## src/rtl/sha256_msg_sched.sv

```systemverilog
// SHA-256 message schedule: loads a 16-word block, then streams W[0..63]
// out of a sliding 16-word window that computes W[t+16] each time a word leaves.
module sha256_msg_sched (
    input  logic        clk,
    input  logic        rst_n,
    input  logic        in_valid,
    output logic        in_ready,
    input  logic [31:0] in_word,
    output logic        w_valid,
    input  logic        w_ready,
    output logic [31:0] w_word,
    output logic [5:0]  w_idx,
    output logic        w_last,
    output logic        busy
);

    // state | meaning
    // LOAD  | accepting the 16 message words into the window
    // EMIT  | presenting win[0] as W[t] and sliding the window per accepted word
    typedef enum logic {S_LOAD = 1'b0, S_EMIT = 1'b1} state_t;

    state_t      state_q, state_d;
    logic [3:0]  load_cnt_q, load_cnt_d;
    logic [5:0]  t_q, t_d;
    logic [31:0] win_q [16];
    logic [31:0] win_d [16];
    logic [31:0] w_next;
    logic        load_fire;
    logic        emit_fire;

    function automatic logic [31:0] sigma0(input logic [31:0] x);
        sigma0 = {x[6:0], x[31:7]} ^ {x[17:0], x[31:18]} ^ (x >> 3);
    endfunction

    function automatic logic [31:0] sigma1(input logic [31:0] x);
        sigma1 = {x[16:0], x[31:17]} ^ {x[18:0], x[31:19]} ^ (x >> 10);
    endfunction

    // win[k] holds W[t+k], so the new tail is W[t+16]
    assign w_next    = sigma1(win_q[14]) + win_q[9] + sigma0(win_q[1]) + win_q[0];
    assign load_fire = (state_q == S_LOAD) && in_valid;
    assign emit_fire = (state_q == S_EMIT) && w_ready;

    always_comb begin
        state_d    = state_q;
        load_cnt_d = load_cnt_q;
        t_d        = t_q;
        for (int i = 0; i < 16; i++) begin
            win_d[i] = win_q[i];
        end

        case (state_q)
            S_LOAD: begin
                if (load_fire) begin
                    for (int i = 0; i < 15; i++) begin
                        win_d[i] = win_q[i+1];
                    end
                    win_d[15] = in_word;
                    if (load_cnt_q == 4'd15) begin
                        load_cnt_d = 4'd0;
                        state_d    = S_EMIT;
                    end else begin
                        load_cnt_d = load_cnt_q + 4'd1;
                    end
                end
            end
            S_EMIT: begin
                if (emit_fire) begin
                    if (t_q == 6'd63) begin
                        t_d     = 6'd0;
                        state_d = S_LOAD;
                    end else begin
                        for (int i = 0; i < 15; i++) begin
                            win_d[i] = win_q[i+1];
                        end
                        win_d[15] = w_next;
                        t_d       = t_q + 6'd1;
                    end
                end
            end
            default: state_d = S_LOAD;
        endcase
    end

    always_ff @(posedge clk) begin
        if (!rst_n) begin
            state_q    <= S_LOAD;
            load_cnt_q <= 4'd0;
            t_q        <= 6'd0;
            for (int i = 0; i < 16; i++) begin
                win_q[i] <= 32'd0;
            end
        end else begin
            state_q    <= state_d;
            load_cnt_q <= load_cnt_d;
            t_q        <= t_d;
            for (int i = 0; i < 16; i++) begin
                win_q[i] <= win_d[i];
            end
        end
    end

    // Outputs are forced quiet while reset is held, independent of register contents
    assign in_ready = rst_n && (state_q == S_LOAD);
    assign w_valid  = rst_n && (state_q == S_EMIT);
    assign busy     = w_valid;
    assign w_word   = rst_n ? win_q[0] : 32'd0;
    assign w_idx    = rst_n ? t_q : 6'd0;
    assign w_last   = w_valid && (t_q == 6'd63);

endmodule
```

## config.mk

```make
export PLATFORM = sky130hd
export DESIGN_NAME = sha256_msg_sched
export DESIGN_NICKNAME = d
export VERILOG_FILES = /design/src/rtl/sha256_msg_sched.sv
export SDC_FILE = /design/constraint.sdc
export NUM_CORES = 1
export LEC_CHECK = 0
export ABC_AREA = 1
export CORE_MARGIN = 2
export CORE_UTILIZATION = 25
export CTS_BUF_LIST = sky130_fd_sc_hd__clkbuf_8
export CTS_CLUSTER_DIAMETER = 30
export CTS_CLUSTER_SIZE = 16
export DETAILED_ROUTE_END_ITERATION = 12
export HOLD_SLACK_MARGIN = 0.12
export PLACE_DENSITY = 0.36
export SETUP_SLACK_MARGIN = 0.4
export SLEW_MARGIN = 5
export SYNTH_ARGS = -nofsm -noshare
export SYNTH_HDL_FRONTEND = slang
export SYNTH_SLANG_ARGS = --single-unit
```

## constraint.sdc

```tcl
create_clock -name clk -period 5.9 [get_ports clk]
set_input_delay 1.77 -clock clk [delete_from_list [all_inputs] [get_ports clk]]
set_output_delay 1.77 -clock clk [all_outputs]
set_load 0.1 [all_outputs]
```

# [Word-level counts from Yosys, hierarchy flattened]
# Memory sizes are Yosys's and may differ from the RTL's.
# Index checks and enable logic that the tools add are counted.
[op_classes] bitwise_logic=21 n_eq_ne=2 div=0 muxes=31 magnitude_cmp=0 n_shift=0 add_sub_neg=5 n_mul=0 reduce_logical=7
[op_table] operator="2-to-1 mux 512 bit" n=3
[op_table] operator="one-hot mux 512 bit (2 select lines)" n=1
[op_table] operator="2-to-1 mux 32 bit" n=17
[op_table] operator="adder 32 bit" n=3
[op_table] operator="bitwise XOR 32 bit" n=2
[op_table] operator="bitwise XOR 32 x 22 -> 32 bit" n=1
[op_table] operator="bitwise XOR 32 x 29 -> 32 bit" n=1
[op_table] operator="bitwise OR 1 bit" n=16
[op_table] operator="2-to-1 mux 6 bit" n=2
[op_table] operator="adder 6 x 1 -> 6 bit, second input constant" n=1
[op_table] operator="== test 6 bit, second input constant" n=1
[op_table] operator="2-to-1 mux 1 bit" n=6
[op_table] operator="logical AND 1 bit" n=5
[op_table] operator="adder 4 x 1 -> 4 bit, second input constant" n=1
[op_table] operator="== test 4 bit, second input constant" n=1
[op_table] operator="2-to-1 mux 4 bit" n=1
[op_table] operator="AND reduction 2 bit" n=2
[op_table] operator="one-hot mux 1 bit (2 select lines)" n=1
[op_table] operator="NOT 1 bit" n=1
[totals] romBits=0 input_bits=36 regBits=11 latchBits=0 mem_bits_rw=512 elab_cells=70 out_inout_bits=42 mem_count=1
[memory_table] memory="win_q" depth=16 word_bits=32 rd=16 rd_ports_with_merged_regs=0 wr=16 line_no="25" text="logic [31:0] win_q [16];"

# [Logic depth before layout (Yosys ltp)]
# Gate-level depths: netlist (run 1).
[logic_depth] depth_word=9 mapped_depth=20 ltp_nobuf=20

# [Worst setup path before layout (run 1)]
# No wires, ideal clock.
[synth_timing] path_kind="input to output" startpoint="in rst_n" endpoint="out w_last" cell_stages=4 slack_ns=0.494 required_time_ns=4.130 t_arrival_ns=3.636 n_path_buf=2 path_cell_list="clkbuf_1 clkbuf_1 nand2_1 nor2_1"
[synth_via] elab_chain_len=2
[synth_lines] element="start, declared" line_no="5" text="input logic rst_n,"
[synth_lines] element="logical AND 1 bit" line_no="105" text="assign w_valid = rst_n && (state_q == S_EMIT);"
[synth_lines] element="logical AND 1 bit" line_no="109" text="assign w_last = w_valid && (t_q == 6'd63);"
[synth_lines] element="end, declared" line_no="13" text="output logic w_last,"
# No other way between the ends.

# [Worst setup path after layout (run 1)]
[layout_timing] startpoint="in rst_n" endpoint="out in_ready"
[layout_via] elab_chain_len=1
[layout_lines] element="logical AND 1 bit" line_no="104" text="assign in_ready = rst_n && (state_q == S_LOAD);"
[layout_lines] element="end, declared" line_no="7" text="output logic in_ready,"
# No other way between the ends.

==> results.py, run 1 <==
metrics = {
    "outcome": {
        "status": "finished, final reports clean",
    },
    "timing": {
        "fmax_mhz": 222,
        "worst_slack_ns": 1.39,
        "slew_headroom": 0.262,
        "whs_ns": 0.448,
        "tightestPinTransition_ns": 1.11,
        "rsz0062_at_grt": "false",
        "min_period_over_period": 0.764,
        "finalHoldViolCount": 0,
        "fin_skew_ns": 0.0415,
        "period_needed_ns": 4.51,
        "final.setup.tns_ns": 0,
        "setup_viol": 0,
        "slew_viol_final": 0,
    },
    "synth": {
        "synth_area_per_cell_sq_um": 7.38,
        "synth_seq_cells": 523,
        "yosys_warnings": 0,
        "synth_edf_count": 0,
        "synthArstFlopShare": 0,
        "synth_common_cells": "nor2_1 (953), dfxtp_1 (523), o21ai_0 (468), inv_1 (329), nand2_1 (285)",
        "synth_ff_type": "dfxtp_1",
        "synth_seq_area_share": 0.440,
        "yosysTopAreaCell": "dfxtp_1",
        "synth_area_leaders": "dfxtp_1 (44%), nor2_1 (15%), o21ai_0 (9.9%)",
        "syn_area_sq_um": 23800,
        "synth.most_common_cell": "nor2_1",
        "synth_top_area_frac": 0.440,
        "syn_inst": 3220,
        "synth.distinct_cells": 33,
        "syn-num-nets": 3351,
    },
    "hold_path": {
        "hold_class": "reg2reg",
    },
    "critical_path": {
        "cp_max_fo": 50,
        "critPathArrivalTime_ns": 2.74,
        "endpoint_kind": "output port",
        "crit_required_ns": 4.13,
        "crit_type": "in2out",
        "startpoint_type": "input pin",
    },
    "clocking": {
        "cts_root_buf": "clkbuf_8",
        "post_cts_buffers": 0,
        "h-tree-depth": 4,
        "path_clk_slew_ns": 0.06,
        "cts_tree": "yes",
        "post_cts_resized": 0,
        "hold_buffers": 0,
        "numCtsBuffers": 145,
        "clk-insertion-delay-late_ns": 0.80,
        "cts_sinks": 523,
        "cts.path.max_buffers": 3,
    },
    "floorplan": {
        "die_area_sq_um": 97600,
        "initial_core_util": 0.251,
        "core_sq_um": 94600,
        "placementRows": 113,
        "die_y_um": 312,
        "pin_count": 78,
        "fp.dieW_um": 312,
    },
    "grt": {
        "grt_pass1_wl_um": 117000,
        "grt_pass1_vias": 19500,
        "antenna_found_initial": 2,
        "grt_max_degree": 236,
        "track_usage": 0.155,
        "overflow": 0,
    },
    "job": {
        "maxCapViolations": 0,
    },
    "drt": {
        "postRouteAntennaNets": 0,
        "drc": 0,
        "vias": 20000,
        "vias_per_cell": 4.29,
        "dr.pass1.iters": 5,
        "wl_per_cell_um": 16.3,
        "drtIter0Drc": 1480,
        "wirelength_um": 76000,
    },
    "power": {
        "finalPower_mw": 12.2,
        "leakage_nw": 13.2,
        "p_per_area_nw_per_um2": 422,
        "irDropWorstVdd_uv": 183,
    },
    "final_layout": {
        "drive_gt1_frac": 0.0924,
        "area_growth_pct": 21.7,
        "fillers": 10300,
        "finalNonFillerCells": 4654,
        "nNetsFinal": 3401,
    },
    "placement": {
        "port_buffers": 77,
        "gp_congestion": 0.837,
        "place_inst": 4388,
        "hpwl_um": 51100,
        "post-place-ws_ns": 1.35,
    },
}
flip-flops by register name, indices dropped and copies added (netlist names):
register / count
win_q: 512
t_q: 6
load_cnt_q: 4
state_q: 1
through the flow:
stage | instance area, sq um | utilization
after floorplan | 23800 | -
after global placement | 25500 | 0.269
after detailed placement | 25500 | 0.269
after CTS | 28900 | 0.306
after global routing | 28900 | 0.306
final | 28900 | 0.306
final timing paths:
path	start	to	slack [ns]	cells past startpoint
worst min-delay path	win_q[1][139]	win_q[1][107]	0.45	2
worst min register to register	win_q[1][139]	win_q[1][107]	0.45	2
worst max-delay path	rst_n	in_ready	1.39	4
worst max register to register	win_q[0][51]	win_q[1][253]	1.71	19
power by group:
part / internal [mW] / switching, mW
clock network: 3.56 / 2.01
logic: 0.887 / 1.78
registers: 3.76 / 0.215
total: 8.21 / 4.01
critical path, cell delays in order:
cell and delay (ns):
buf_8 0.32, inv_1 0.17, nor2_1 0.13, buf_4 0.31
cell usage in the layout (no fill, tap or decap), types with 7 or more instances in the layout:
cell type / Yosys / layout
a21oi_1: 103 / 103
buf_12: 0 / 23
buf_4: 1 / 37
bufinv_16: 0 / 17
clkbuf_8: 0 / 182
clkdlybuf4s50_1: 0 / 34
clkinv_2: 0 / 25
clkinvlp_4: 0 / 7
dfxtp_1: 523 / 522
fa_1: 62 / 62
ha_1: 33 / 33
inv_1: 329 / 350
nand2_1: 285 / 285
nand3_1: 42 / 42
nor2_1: 953 / 953
nor3_1: 11 / 11
o21ai_0: 468 / 468
o21ai_1: 59 / 59
xnor2_1: 81 / 81
xor2_1: 53 / 53
per-layer routing:
| metal | vias up | share of wire | wire (um) | track usage |
|---|---|---|---|---|
| met2 | 356 | 0.42 | 31600 | 0.225 |
| met3 | 131 | 0.041 | 3100 | 0.0340 |
| met5 | - | 0 | 0 | 0 |
| met4 | 0 | 0.027 | 2090 | 0.0569 |
| met1 | 9317 | 0.52 | 39200 | 0.223 |
| li1 | 10200 | - | - | - |
logic make-up (layout without fill, tap and decap cells):
group / Yosys count / after routing / synth area share
xor gates and xnor gates: 134 / 134 / 0.0494
adders and majority gates: 95 / 95 / 0.0696
AOI/OAI and AO/OA: 641 / 641 / 0.136
other: 0 / 2 / 0
and+or+nand+nor: 1303 / 1303 / 0.211
buffers and inverters: 524 / 691 / 0.0940
DFF: 523 / 523 / 0.440
layout make-up:
type | count | area (sq um) | share of cell area
Sequential cell | 523 | 10500 | 0.362
Timing Repair Buffer | 95 | 1090 | 0.0378
Inverter | 332 | 1250 | 0.0433
Clock buffer | 182 | 2500 | 0.0866
Antenna cell | 2 | 5.00 | 0.000173
Clock inverter | 82 | 935 | 0.0323
Tap cell | 1265 | 1580 | 0.0547
Multi-Input combinational cell | 2173 | 11100 | 0.383
Note: power is estimated with default switching activity, not from simulation.
==> inputs of run 2 (changes only) <==
--- a/config.mk
+++ b/config.mk
@@ -13,7 +13,7 @@
 export CTS_CLUSTER_SIZE = 16
 export DETAILED_ROUTE_END_ITERATION = 12
 export HOLD_SLACK_MARGIN = 0.12
-export PLACE_DENSITY = 0.36
+export PLACE_DENSITY = 0.38
 export SETUP_SLACK_MARGIN = 0.4
 export SLEW_MARGIN = 5
 export SYNTH_ARGS = -nofsm -noshare
==> constraint.sdc (replaced) <==
create_clock -name clk -period 4.1 [get_ports clk]
set_input_delay 1.23 -clock clk [delete_from_list [all_inputs] [get_ports clk]]
set_output_delay 1.23 -clock clk [all_outputs]
set_load 0.1 [all_outputs]
==> results.py, run 2 (synthesis gave the netlist of run 1 again) <==
metrics = {
    "outcome": {
        "status": "finished, final reports clean",
    },
    "final_layout": {
        "fillers": 10100,
        "post-route-util": 0.318,
        "finalNonFillerCells": 4695,
        "mostFrequentLayoutCells": "nor2_1 (944), dfxtp_1 (477), o21ai_0 (466)",
        "final_cell_area_sq_um": 30000,
        "top_register": "win_q",
        "multi_input_area_sq_um": 11500,
        "final_common_cell": "nor2_1",
        "nNetsFinal": 3450,
        "largest_reg_flops": 512,
        "register_area_sq_um": 10600,
        "area_growth_pct": 26.4,
        "drive_gt1_frac": 0.151,
        "reg_top3": "win_q: 512 flops, t_q: 6 flops, load_cnt_q: 4 flops",
    },
    "critical_path": {
        "cp_max_fo": 5,
        "cp-startpoint": "win_q[0][55]",
        "crit_required_ns": 4.84,
        "crit_type": "reg2reg",
        "startpoint_type": "flop",
        "endpoint_kind": "flop",
        "critPathArrivalTime_ns": 4.29,
        "r2r-start": "win_q[0][55]",
    },
    "power": {
        "power_frac_comb": 0.247,
        "seqPwrFrac": 0.330,
        "p_per_area_nw_per_um2": 575,
        "leakage_nw": 13.1,
        "swShare": 0.342,
        "switchingPower_mw": 5.91,
        "power.clock.fraction": 0.422,
        "intPower_mw": 11.4,
        "irDropWorstVdd_uv": 211,
        "finalPower_mw": 17.3,
    },
    "drt": {
        "wirelength_um": 77900,
        "routed-wl-met2_um": 33500,
        "dr.pass1.iters": 5,
        "dr.max_layer_used": "met4",
        "met3_length_um": 3250,
        "drc": 0,
        "wl_per_cell_um": 16.6,
        "drtIter0Drc": 1264,
        "postRouteAntennaNets": 0,
        "wl_met1_um": 39000,
        "vias_per_cell": 4.25,
        "vias": 20000,
    },
    "timing": {
        "slew_viol_final": 0,
        "slew_headroom": 0.438,
        "fin_skew_ns": 0.0424,
        "rsz0062_at_grt": "true",
        "min_period_over_period": 0.865,
        "worst_slack_ns": 0.552,
        "finalHoldViolCount": 0,
        "setup_viol": 0,
        "tightestPinTransition_ns": 0.843,
        "final.setup.tns_ns": 0,
        "whs_ns": 0.449,
        "period_needed_ns": 3.55,
        "fmax_mhz": 282,
    },
    "grt": {
        "grt_pass1_vias": 19700,
        "grt_pass1_wl_um": 120000,
        "track_usage": 0.158,
        "grt_max_degree": 159,
        "antenna_found_initial": 1,
        "overflow": 0,
    },
    "clocking": {
        "clk-insertion-delay-late_ns": 0.82,
        "cts_sinks": 523,
        "cts.path.max_buffers": 3,
        "cts_tree": "yes",
        "path_clk_slew_ns": 0.06,
        "cts_root_buf": "clkbuf_8",
        "h-tree-depth": 4,
        "numCtsBuffers": 136,
    },
    "floorplan": {
        "fp.dieW_um": 312,
        "core_sq_um": 94600,
        "placementRows": 113,
        "die_area_sq_um": 97600,
        "die_y_um": 312,
        "pin_count": 78,
        "initial_core_util": 0.251,
    },
    "placement": {
        "placed_area_sq_um": 26400,
        "hpwl_um": 53900,
        "place_inst": 4444,
        "port_buffers": 77,
        "gp_congestion": 0.851,
        "post-place-ws_ns": 0.00910,
    },
    "job": {
        "maxCapViolations": 0,
    },
    "hold_path": {
        "hold_class": "reg2reg",
        "min_from": "win_q[0][253]",
    },
}
-- run 2: cell count changes in the layout (fill, tap and decap cells not counted), sizes merged --
cell      previous run  this run
clkinvlp             7        45
bufinv              17        12
clkinv              29        31
buf                 61       119
clkbuf             182       162
inv                361       329
-- run 2: layout make-up --
type | instances | share of cell area
antenna | 2 | 0.000167
clock buffer | 162 | 0.0742
clock inverter | 85 | 0.0282
inverter | 332 | 0.0465
multi-input combinational | 2173 | 0.384
sequential | 523 | 0.351
tap | 1265 | 0.0527
timing repair buffer | 153 | 0.0634
-- run 2: repair_timing --
| action | 4_1_cts | 5_1_grt |
|---|---|---|
| pin swaps | 1 | 5 |
| buffers inserted | 0 | 2 |
| hold buffers | 0 | 0 |
| gates resized for setup | 46 | 100 |
| endpoints found under the setup margin | 20 | 25 |
-- run 2: metal layers --
| layer | track usage | vias up |
|---|---|---|
| met2 | 0.235 | 331 |
| met5 | 0 | - |
| met3 | 0.0332 | 125 |
| li1 | - | 10300 |
| met1 | 0.226 | 9224 |
| met4 | 0.0555 | 0 |
-- run 2: path summary, 6_finish.rpt --
kind	to	slack (ns)	cells past startpoint
setup / recovery	win_q[1][254]	0.55	19
setup reg to reg	win_q[1][254]	0.55	19
hold reg to reg	win_q[0][221]	0.45	2
hold / removal	win_q[0][221]	0.45	2
-- run 2: power groups by stage --
stage	combinational [mW]	sequential, mW	clock, mW
CTS	4.02	5.70	7.53
detailed placement	3.96	5.80	0
global route	4.82	5.74	7.79
finish	4.27	5.71	7.30
floorplan	2.77	5.66	0
global placement	3.99	5.80	0
-- run 2: worst max-delay path: stages (launching register included) --
cell	delay (ns)
dfxtp_4	0.39
xnor2_2	0.21
xor2_2	0.27
inv_1	0.11
fa_1	0.53
inv_1	0.05
fa_1	0.53
inv_1	0.06
ha_2	0.33
nand2_2	0.12
inv_1	0.05
nand2_1	0.06
nand2_1	0.06
inv_1	0.05
nand2_1	0.07
a21oi_1	0.17
nand2_1	0.07
nand2_1	0.07
nand3_2	0.13
a21oi_2	0.16
